**src/rtl/heq_div_sequencer.sv**
```systemverilog
// heq_div_sequencer: walks NBINS CDF bins, runs each one through an external
// divider and writes the saturated 8-bit grey level into the equalization LUT.
// Optional divider watchdog: define HEQ_DIV_TIMEOUT_EN to enable it.
module heq_div_sequencer #(
    parameter int NBINS   = 256,
    parameter int CDFMIN  = 1,
    parameter int TIMEOUT = 64
) (
    input  logic        clk,
    input  logic        reset_n,
    input  logic        start,
    output logic        busy,
    output logic        done,
    output logic        err,
    output logic        cdf_rd_en,
    output logic [7:0]  cdf_rd_addr,
    input  logic [31:0] cdf_rd_data,
    output logic        div_enable,
    output logic        div_en,
    output logic [31:0] div_cdf,
    input  logic [31:0] div_g,
    input  logic        div_ready,
    output logic        lut_wr_en,
    output logic [7:0]  lut_wr_addr,
    output logic [7:0]  lut_wr_data
);

    typedef enum logic [2:0] {IDLE, RD, RWAIT, LOAD, DIV, WR, NEXT, FIN} state_t;

    localparam logic [7:0]  LAST_BIN = 8'(NBINS - 1);
    localparam logic [31:0] CDF_MIN  = 32'(CDFMIN);

    state_t      state, state_nx;
    logic [7:0]  bin;
    logic [31:0] cdf_q;
    logic [31:0] g_q;
    logic [31:0] div_hold;
    logic        bypass;
    logic        to_hit;

    // Bins below the minimum CDF never reach the divider and map to grey 0.
    assign bypass = (cdf_rd_data < CDF_MIN);

`ifdef HEQ_DIV_TIMEOUT_EN
    localparam int TW = $clog2(TIMEOUT + 1);

    logic [TW-1:0] to_cnt;
    logic          err_q;

    // Last permitted DIV cycle; the FSM bails out to FIN on it if no quotient.
    assign to_hit = (to_cnt == TW'(TIMEOUT - 1));
    assign err    = err_q;

    // Watchdog: counts DIV cycles, latches err until reset or the next run.
    always_ff @(posedge clk or negedge reset_n) begin
        if (!reset_n) begin
            to_cnt <= '0;
            err_q  <= 1'b0;
        end else begin
            if (state == IDLE && start)
                err_q <= 1'b0;
            if (state == LOAD)
                to_cnt <= '0;
            else if (state == DIV && !div_ready) begin
                to_cnt <= to_cnt + 1'b1;
                if (to_hit)
                    err_q <= 1'b1;
            end
        end
    end
`else
    // No watchdog: DIV waits forever and err is a constant 0 (the compare
    // below is never true; it only keeps TIMEOUT referenced in this build).
    assign to_hit = 1'b0;
    assign err    = (TIMEOUT < 0);
`endif

    // Divider operand is shown straight from cdf_q in LOAD so the divider can
    // register it that cycle, then held until the next LOAD.
    assign div_cdf = (state == LOAD) ? cdf_q : div_hold;

    // State register.
    always_ff @(posedge clk or negedge reset_n) begin
        if (!reset_n) state <= IDLE;
        else          state <= state_nx;
    end

    // Next-state and strobe decode; every strobe is 0 unless its state owns it.
    always_comb begin
        state_nx    = state;
        busy        = 1'b0;
        done        = 1'b0;
        cdf_rd_en   = 1'b0;
        cdf_rd_addr = 8'd0;
        div_enable  = 1'b0;
        div_en      = 1'b0;
        lut_wr_en   = 1'b0;
        lut_wr_addr = 8'd0;
        lut_wr_data = 8'd0;
        case (state)
            IDLE:  if (start) state_nx = RD;
            RD: begin
                busy        = 1'b1;
                cdf_rd_en   = 1'b1;
                cdf_rd_addr = bin;
                state_nx    = RWAIT;
            end
            RWAIT: begin
                busy     = 1'b1;
                state_nx = bypass ? WR : LOAD;
            end
            LOAD: begin
                busy       = 1'b1;
                div_enable = 1'b1;
                state_nx   = DIV;
            end
            DIV: begin
                busy   = 1'b1;
                div_en = 1'b1;
                if (div_ready)   state_nx = WR;
                else if (to_hit) state_nx = FIN;
            end
            WR: begin
                busy        = 1'b1;
                lut_wr_en   = 1'b1;
                lut_wr_addr = bin;
                lut_wr_data = (g_q > 32'd255) ? 8'hFF : g_q[7:0];
                state_nx    = NEXT;
            end
            NEXT: begin
                busy     = 1'b1;
                state_nx = (bin == LAST_BIN) ? FIN : RD;
            end
            FIN: begin
                done     = 1'b1;
                state_nx = IDLE;
            end
            default: state_nx = IDLE;
        endcase
    end

    // Datapath: bin counter, CDF capture, operand hold and quotient capture.
    always_ff @(posedge clk or negedge reset_n) begin
        if (!reset_n) begin
            bin      <= 8'd0;
            cdf_q    <= 32'd0;
            g_q      <= 32'd0;
            div_hold <= 32'd0;
        end else begin
            case (state)
                IDLE:  if (start) bin <= 8'd0;
                RWAIT: begin
                    cdf_q <= cdf_rd_data;
                    if (bypass) g_q <= 32'd0;
                end
                LOAD:  div_hold <= cdf_q;
                DIV:   if (div_ready) g_q <= div_g;
                NEXT:  if (bin != LAST_BIN) bin <= bin + 8'd1;
                default: ;
            endcase
        end
    end

endmodule

```
**config.mk**
```make
export PLATFORM = sky130hd
export DESIGN_NAME = heq_div_sequencer
export DESIGN_NICKNAME = d
export VERILOG_FILES = /design/src/rtl/heq_div_sequencer.sv
export SDC_FILE = /design/constraint.sdc
export NUM_CORES = 1
export LEC_CHECK = 0
export CAP_MARGIN = 20
export CORE_MARGIN = 1
export CORE_UTILIZATION = 40
export DETAILED_ROUTE_END_ITERATION = 6
export GPL_ROUTABILITY_DRIVEN = 0
export PLACE_DENSITY = 0.68
export SYNTH_ARGS = -nofsm -noshare
export SYNTH_HDL_FRONTEND = slang
export SYNTH_SLANG_ARGS = --single-unit
```
**constraint.sdc**
```tcl
create_clock -name clk -period 2 [get_ports clk]
set_input_delay 0.3 -clock clk [delete_from_list [all_inputs] [get_ports clk]]
set_output_delay 0.3 -clock clk [all_outputs]
set_load 0.05 [all_outputs]
```
# == After elaboration in Yosys (flattened, before gate mapping) ==
# Index checks and enable logic that the tools add are counted.
# W data, S select, Z words.
# totals
out_inout_bits,63
regBits,107
mem_bits_rw,0
input_bits,68
mem_count,0
mem_bits_ro,0
latchBits,0
# op_classes
n_mux,22
n_div,0
multipliers,0
n_addsub,1
n_lt_le_gt_ge,2
n_shift,0
bitwise_logic,0
n_reduce_logical,7
n_eq_ne,13
# ops
cell,n
$mux W32,3
$pmux W32 S2,1
$mux W8,6
$gt A32 B8 Y1 const B,1
$lt A32 B1 Y1 const B,1
$pmux W3 S8,1
$pmux W8 S2,1
$eq A3 B3 Y1 const B,4
$mux W3,4
$add A8 B1 Y8 const B,1
$eq A8 B8 Y1 const B,1
$ne A2 B2 Y1 const B,4
$ne A8 B8 Y1 const B,1
$eq A3 B2 Y1 const B,2
$mux W1,6
$reduce_and A3 Y1,2
$reduce_or A6 Y1,1
$reduce_bool A2 Y1,2
$eq A3 B1 Y1 const B,1
$logic_not A3 Y1,1
$reduce_and A2 Y1,1

# == Logic depth before layout (Yosys ltp) ==
# Gate-level depths: netlist (run 1).
# depth
ltp_word,3
mapped_depth,7

# == Worst setup path before layout (run 1) ==
# Ideal clock, no wire load.
# synth_path
kind,register to register
from,register state[1]
to,register g_q[11]
period_less_slack_ns,2.494
setup_ns,0.083
n_path_buf,3
arrival_time_ns,2.412
stages_incl_launch_ff,8
setup_slack_ns,-0.494
cell_sequence,dfrtp_1 > buf_2 > nor3b_1 > and2_1 > buf_2 > buf_2 > a22oi_1 > o21ai_0
# synth_between
elab_chain_len,3
elab_cells_between_ends,7
# synth_rtl
element,line_no,source
from (decl),33,"state_t state, state_nx;"
from (signal assigned),85,else state <= state_nx;
$eq A3 B2 Y1 or $eq A3 B3 Y1 (tied branches),150,case (state)
$ne A2 B2 Y1 (no line) or $reduce_bool A2 Y1 (tied branches),n/a,
$reduce_and A3 Y1 (no line),n/a,
to (signal assigned),157,DIV: if (div_ready) g_q <= div_g;
to (decl),36,logic [31:0] g_q;
# Several ways; a longest one is shown, not always the timed one.
# A chain may end at the register's enable or synchronous reset.

# == Worst setup path in the final report (run 1) ==
# layout_path
from,register g_q[14]
to,output lut_wr_data[4]
# layout_between
elab_chain_len,3
# layout_rtl
element,line_no,source
$gt A32 B8 Y1,127,lut_wr_data = (g_q > 32'd255) ? 8'hFF : g_q[7:0];
$mux W8,127,
$mux W8,100,case (state)
to (decl),25,output logic [7:0] lut_wr_data
# Every way passes these cells.

==> impl_metrics.ini, run 1 <==
[synth]
yosysSeqAreaShare = 0.5657
yosysWarnings = 0
synth-edff-count = 0
syn_avg_cell_area_um2 = 11.66
syn-cell-area_um2 = 4733
synthArstFlopShare = 1.000
syn-instance-count = 406
ys_seq_elements = 107
synth_nets = 475
ys.flop_type = dfrtp_1
synth_cell_type_count = 39

[worst_setup_path]
cp-start-kind = flip-flop
crit_type = reg2out
arrival_ns = 1.85
cp.required_ns = 1.70
critPathMaxFanout = 8
crit_path_end_kind = output port

[min_path]
hold_path.class = in2async

[die]
dieArea_um2 = 12270
start_util = 0.4128
die_h_um = 110.8
die_w_um = 110.8
row_count = 39
pin_count = 131
core_area_um2 = 11470

[cells_and_area]
area_growth_syn_to_layout_pct = 58.13
fillers = 854
layout.nets = 631
multi_input_comb_area_um2 = 2142
drive_gt1_frac = 0.3880
n_antenna_cell = 0
register_area_um2 = 2679

[run]
maxCapViolCount = 0

[cts]
cts_sinks = 107
cts-root-buf = clkbuf_16
clockBufferDepth = 2
htree_levels = 3
cts_inserted_buffers = 9
clkTransAtPathRegs_ns = 0.08
clock_latency_ns = 0.35
cts_tree = built

[power]
p_leak_nw = 3.287
ir_worst_vdd_uv = 1275
p_per_area_nw_per_um2 = 1766

[route]
via_per_inst = 5.223
wirelength_um = 12310
drcViolationCount = 0
antenna_left = 0
wl_per_cell_um = 17.34
dr.pass1.iters = 5
vias = 3708
drtIter0Drc = 97

[outcome]
status = complete, but fails checks
violations = setup timing

[sta]
finalCritPeriodShare = 1.075
slew_viol_final = 0
max_freq_mhz = 465.2
hold_ws_ns = 0.4328
hold_viol_final = 0
finalSetupViolCount = 15
setup_ws_ns = -0.1498
period_needed_ns = 2.150
rsz0062_at_grt = yes
clock_skew_ns = 0.01066

[placed_design]
dpl_worst_slack_ns = -0.2091
hpwlAfterDp_um = 7825
port_buffers = 129

[global_route]
grt_max_degree = 35
grt_use_total = 0.2011
grt_pass1_vias = 3956
antenna_found_initial = 0
grt_overflow = 0
grt_pass1_wl_um = 19690
[cell type report]
cell class	instances	area share
timing repair buffer	172	0.2884
sequential	107	0.3579
tap	143	0.02391
clock inverter	5	0.008358
inverter	5	0.002842
clock buffer	11	0.03243
multi-input combinational	267	0.2862
[path summary, 6_finish.rpt]
path,slack [ns],endpoint,depth (start not counted),from
setup / recovery,-0.15,lut_wr_data[4],6,g_q[14]
hold / removal,0.43,div_hold[20],2,reset_n
setup reg to reg,0.28,state[2],5,bin[0]
hold reg to reg,0.51,div_hold[19],1,div_hold[19]
max in group asynchronous,0.98,bin[7],3,reset_n
min in group clk,0.51,div_hold[19],1,div_hold[19]
[cells in the final DEF (no fill, tap or decap), types with 2 or more instances in the layout]
cell	count
dfrtp_1	106
clkdlybuf4s50_1	66
nand2_1	44
buf_12	36
mux2_2	35
a22oi_1	32
o21ai_0	31
mux2_4	29
buf_4	28
buf_6	25
buf_8	13
nand3_1	12
nor4_1	10
clkbuf_16	10
and2_1	9
and2_4	8
o21a_2	7
nor4_2	4
nor3_1	4
o21ai_1	4
inv_1	3
nor2_4	3
o211ai_1	3
or3_1	3
nand3b_1	2
a21o_1	2
clkinvlp_4	2
clkinv_4	2
buf_16	2
[synth_stat cells (all sizes together), types with 2 or more instances]
cell,count,share of area
mux2,64,0.15
inv,5,0.0040
nor2,3,0.0024
and2,17,0.022
o21ai,35,0.037
a21o,2,0.0032
or3,3,0.0040
a22oi,32,0.051
and3,2,0.0026
nand3,13,0.014
buf,18,0.020
o211ai,3,0.0048
dfrtp,107,0.57
clkbuf,10,0.0085
nand3b,2,0.0032
nand2,46,0.036
nor4,15,0.023
nor3,4,0.0042
nand2b,2,0.0026
o21a,8,0.013
[what timing repair did]
item	CTS	global route
endpoints found under the setup margin	46	55
endpoints found under the hold margin	26	0
hold buffers	1	0
cloned	5	1
pin swaps	4	4
gates resized for setup	57	55
setup buffers	7	12
[cells by family after synthesis]
kind of cell | after synthesis | share of synthesized area
and+or+nand+nor | 112 | 0.1229
DFF | 107 | 0.5657
AOI/OAI and AO/OA | 87 | 0.1211
muxes | 65 | 0.1544
buffers and inverters | 33 | 0.03251
adders and majority gates | 1 | 0.002643
other | 1 | 0.0007923
[worst max-delay path, stage by stage (launching register included)]
cell and delay (ns):
dfrtp_1 0.41, nor4_2 0.29, and4_1 0.23, nand3_2 0.07, buf_6 0.16, o21a_2 0.19
buf_6 0.15
[per-stage QoR]
stage | TNS (ns) | utilization | std cells | cell area (µm²) | power [mW]
2_1_floorplan | 0 | - | 406 | 4758 | 7.826
3_3_place_gp | -5.007 | 0.5701 | 671 | 6538 | 9.882
3_5_place_dp | -5.954 | 0.5701 | 671 | 6538 | 10.07
4_1_cts | -3.924 | 0.6308 | 700 | 7233 | 12.62
5_1_grt | -3.506 | 0.6527 | 710 | 7485 | 13.92
6_report | -1.278 | 0.6527 | 710 | 7485 | 13.22
[registers in the layout, summed over array words and instances, names as in the netlist]
signal and cells:
cdf_q 32, div_hold 32, g_q 32, bin 8, state 3
[routing by layer]
layer | wire length (µm) | up-vias | track usage
met4 | 182 | 0 | 0.07467
met3 | 815 | 17 | 0.05686
met2 | 6155 | 123 | 0.3416
met5 | 0 | - | 0
li1 | - | 1777 | -
met1 | 5155 | 1791 | 0.2424
[power breakdown]
| part | switching [mW] | leakage (nW) | internal (mW) |
|---|---|---|---|
| Sequential | 0.662 | 1.31 | 3.23 |
| Combinational | 3.96 | 1.84 | 3.57 |
| Clock | 0.789 | 0.142 | 1.01 |
No activity file was read; power rests on OpenSTA's default activity.
==> inputs of run 2 (changes only) <==
--- a/config.mk
+++ b/config.mk
@@ -11,6 +11,7 @@
 export DETAILED_ROUTE_END_ITERATION = 6
 export GPL_ROUTABILITY_DRIVEN = 0
 export PLACE_DENSITY = 0.68
+export REMOVE_ABC_BUFFERS = 1
 export SYNTH_ARGS = -nofsm -noshare
 export SYNTH_HDL_FRONTEND = slang
 export SYNTH_SLANG_ARGS = --single-unit
==> impl_metrics.ini, run 2 (same netlist as run 1, synthesis figures left out) <==
[cells_and_area]
fillers = 885
final_common_cell = dfrtp_1
layout.nets = 618
area_growth_syn_to_layout_pct = 58.92
layout_common_cells = dfrtp_1 (106), clkdlybuf4s50_1 (66), buf_12 (58), nand2_1 (44)
n_antenna_cell = 0
drive_gt1_frac = 0.3587
top_regs = cdf_q x32, div_hold x32, g_q x32

[sta]
hold_ws_ns = 0.3877
max_freq_mhz = 465.6
clock_skew_ns = 0.005423
rsz0062_at_grt = yes
finalSetupViolCount = 40
hold_viol_final = 0
setup_ws_ns = -0.1476
finalCritPeriodShare = 1.074
slew_viol_final = 0
period_needed_ns = 2.148
tns_ns = -2.927

[power]
p_per_area_nw_per_um2 = 1800
power_mw = 13.54
p_leak_nw = 3.284
ir_worst_vdd_uv = 1264

[global_route]
use_met2 = 0.3246
grt_pass1_vias = 3824
antenna_found_initial = 0
grt_use_total = 0.1995
top_usage_layer = met2
grt_max_degree = 66
grt_overflow = 0
grt_pass1_wl_um = 19420
gr-usage-met1 = 0.2429
met3_usage = 0.08584

[die]
pin_count = 131
start_util = 0.4128
dieArea_um2 = 12270
row_count = 39
die_w_um = 110.8
core_area_um2 = 11470
die_h_um = 110.8

[worst_setup_path]
critPathMaxFanout = 8
r2r-end = cdf_q[8]
r2r_slack_ns = 0.26
arrival_ns = 1.85
cp.required_ns = 1.70
cp-start-kind = flip-flop
path_cells = nor4_1, and4_4, nand3_4, o21a_1, buf_6
worstReg2RegStart = state[2]
path_buf_inv = 1
crit_path_end_kind = output port
crit_type = reg2out
cp_top_family = simple AND/OR/NAND/NOR gates
slowest_stage = dfrtp_1
r2r_cells = 6
cp-startpoint = g_q[18]
slowest_delay_ns = 0.40

[route]
via_per_inst = 5.282
antenna_left = 0
drtIter0Drc = 138
wirelength_um = 11870
dr.pass1.iters = 4
wl_per_cell_um = 17.07
vias = 3671
drcViolationCount = 0

[cts]
cts_sinks = 107
cts_inserted_buffers = 9
clock_latency_ns = 0.34
clkTransAtPathRegs_ns = 0.07
clockBufferDepth = 2
htree_levels = 3
cts_tree = built
cts-root-buf = clkbuf_16

[placed_design]
port_buffers = 129
hpwlAfterDp_um = 7642

[outcome]
status = complete, but fails checks
violations = setup timing

[min_path]
hold_path.class = in2async

[run]
maxCapViolCount = 0
## run 2: cell count changes in the layout (fill, tap and decap cells not counted), sizes merged
cell,change
buf,-11
clkinv,-2
nor2,-1
clkinvlp,-1
## run 2: cell type report
cell class	count	area (µm²)	area share
timing repair buffer	160	2220	0.2951
tap	143	178.9	0.02379
clock inverter	2	37.54	0.004990
sequential	107	2679	0.3561
inverter	5	21.27	0.002828
multi-input combinational	266	2140	0.2844
clock buffer	12	246.5	0.03277
## run 2: worst reg2reg max path: stages, from the launching register on
cell      delay [ns]
dfrtp_1         0.38
nand2b_4        0.16
buf_4           0.13
buf_4           0.14
nor2_4          0.10
buf_12          0.30
mux2_2          0.42
## run 2: worst max-delay path by stage
stage,cells after the start,endpoint
after floorplan,3,cdf_q[0]
after global placement,6,state[1]
after detailed placement,6,g_q[23]
after CTS,5,lut_wr_data[7]
after global routing,5,lut_wr_data[7]
final,5,lut_wr_data[7]
## run 2: what timing repair did
item                                    4_1_cts  5_1_grt
resized for setup                            67       13
buffers inserted                              4        5
pin swaps                                     6        7
gates cloned                                  4        0
hold endpoints to repair                     20        0
hold buffers                                  1        0
endpoints found under the setup margin       50       53
## run 2: per-stage QoR
stage	util	setup WS (ns)	instance area (µm²)	cells
4_1_cts	0.6487	-0.1840	7438	690
5_1_grt	0.6560	-0.2109	7522	695
3_3_place_gp	0.5905	-0.09058	6771	667
2_1_floorplan	-	-1.570	4598	378
6_report	0.6560	-0.1476	7522	695
3_5_place_dp	0.5905	-0.1363	6771	667
## run 2: report_power, final
part | total (mW) | switching (mW) | internal, mW | leakage, nW
registers | 3.86 | 0.640 | 3.22 | 1.31
logic | 7.94 | 3.99 | 3.95 | 1.84
clock network | 1.73 | 0.739 | 0.993 | 0.135
total | 13.5 | 5.37 | 8.17 | 3.28
## run 2: layer usage
metal / share of wire / up-vias / wire, µm
met5: 0 / - / 0
met3: 0.087 / 11 / 1032
li1: - / 1744 / -
met2: 0.48 / 116 / 5687
met4: 0.011 / 0 / 127
met1: 0.42 / 1800 / 5019
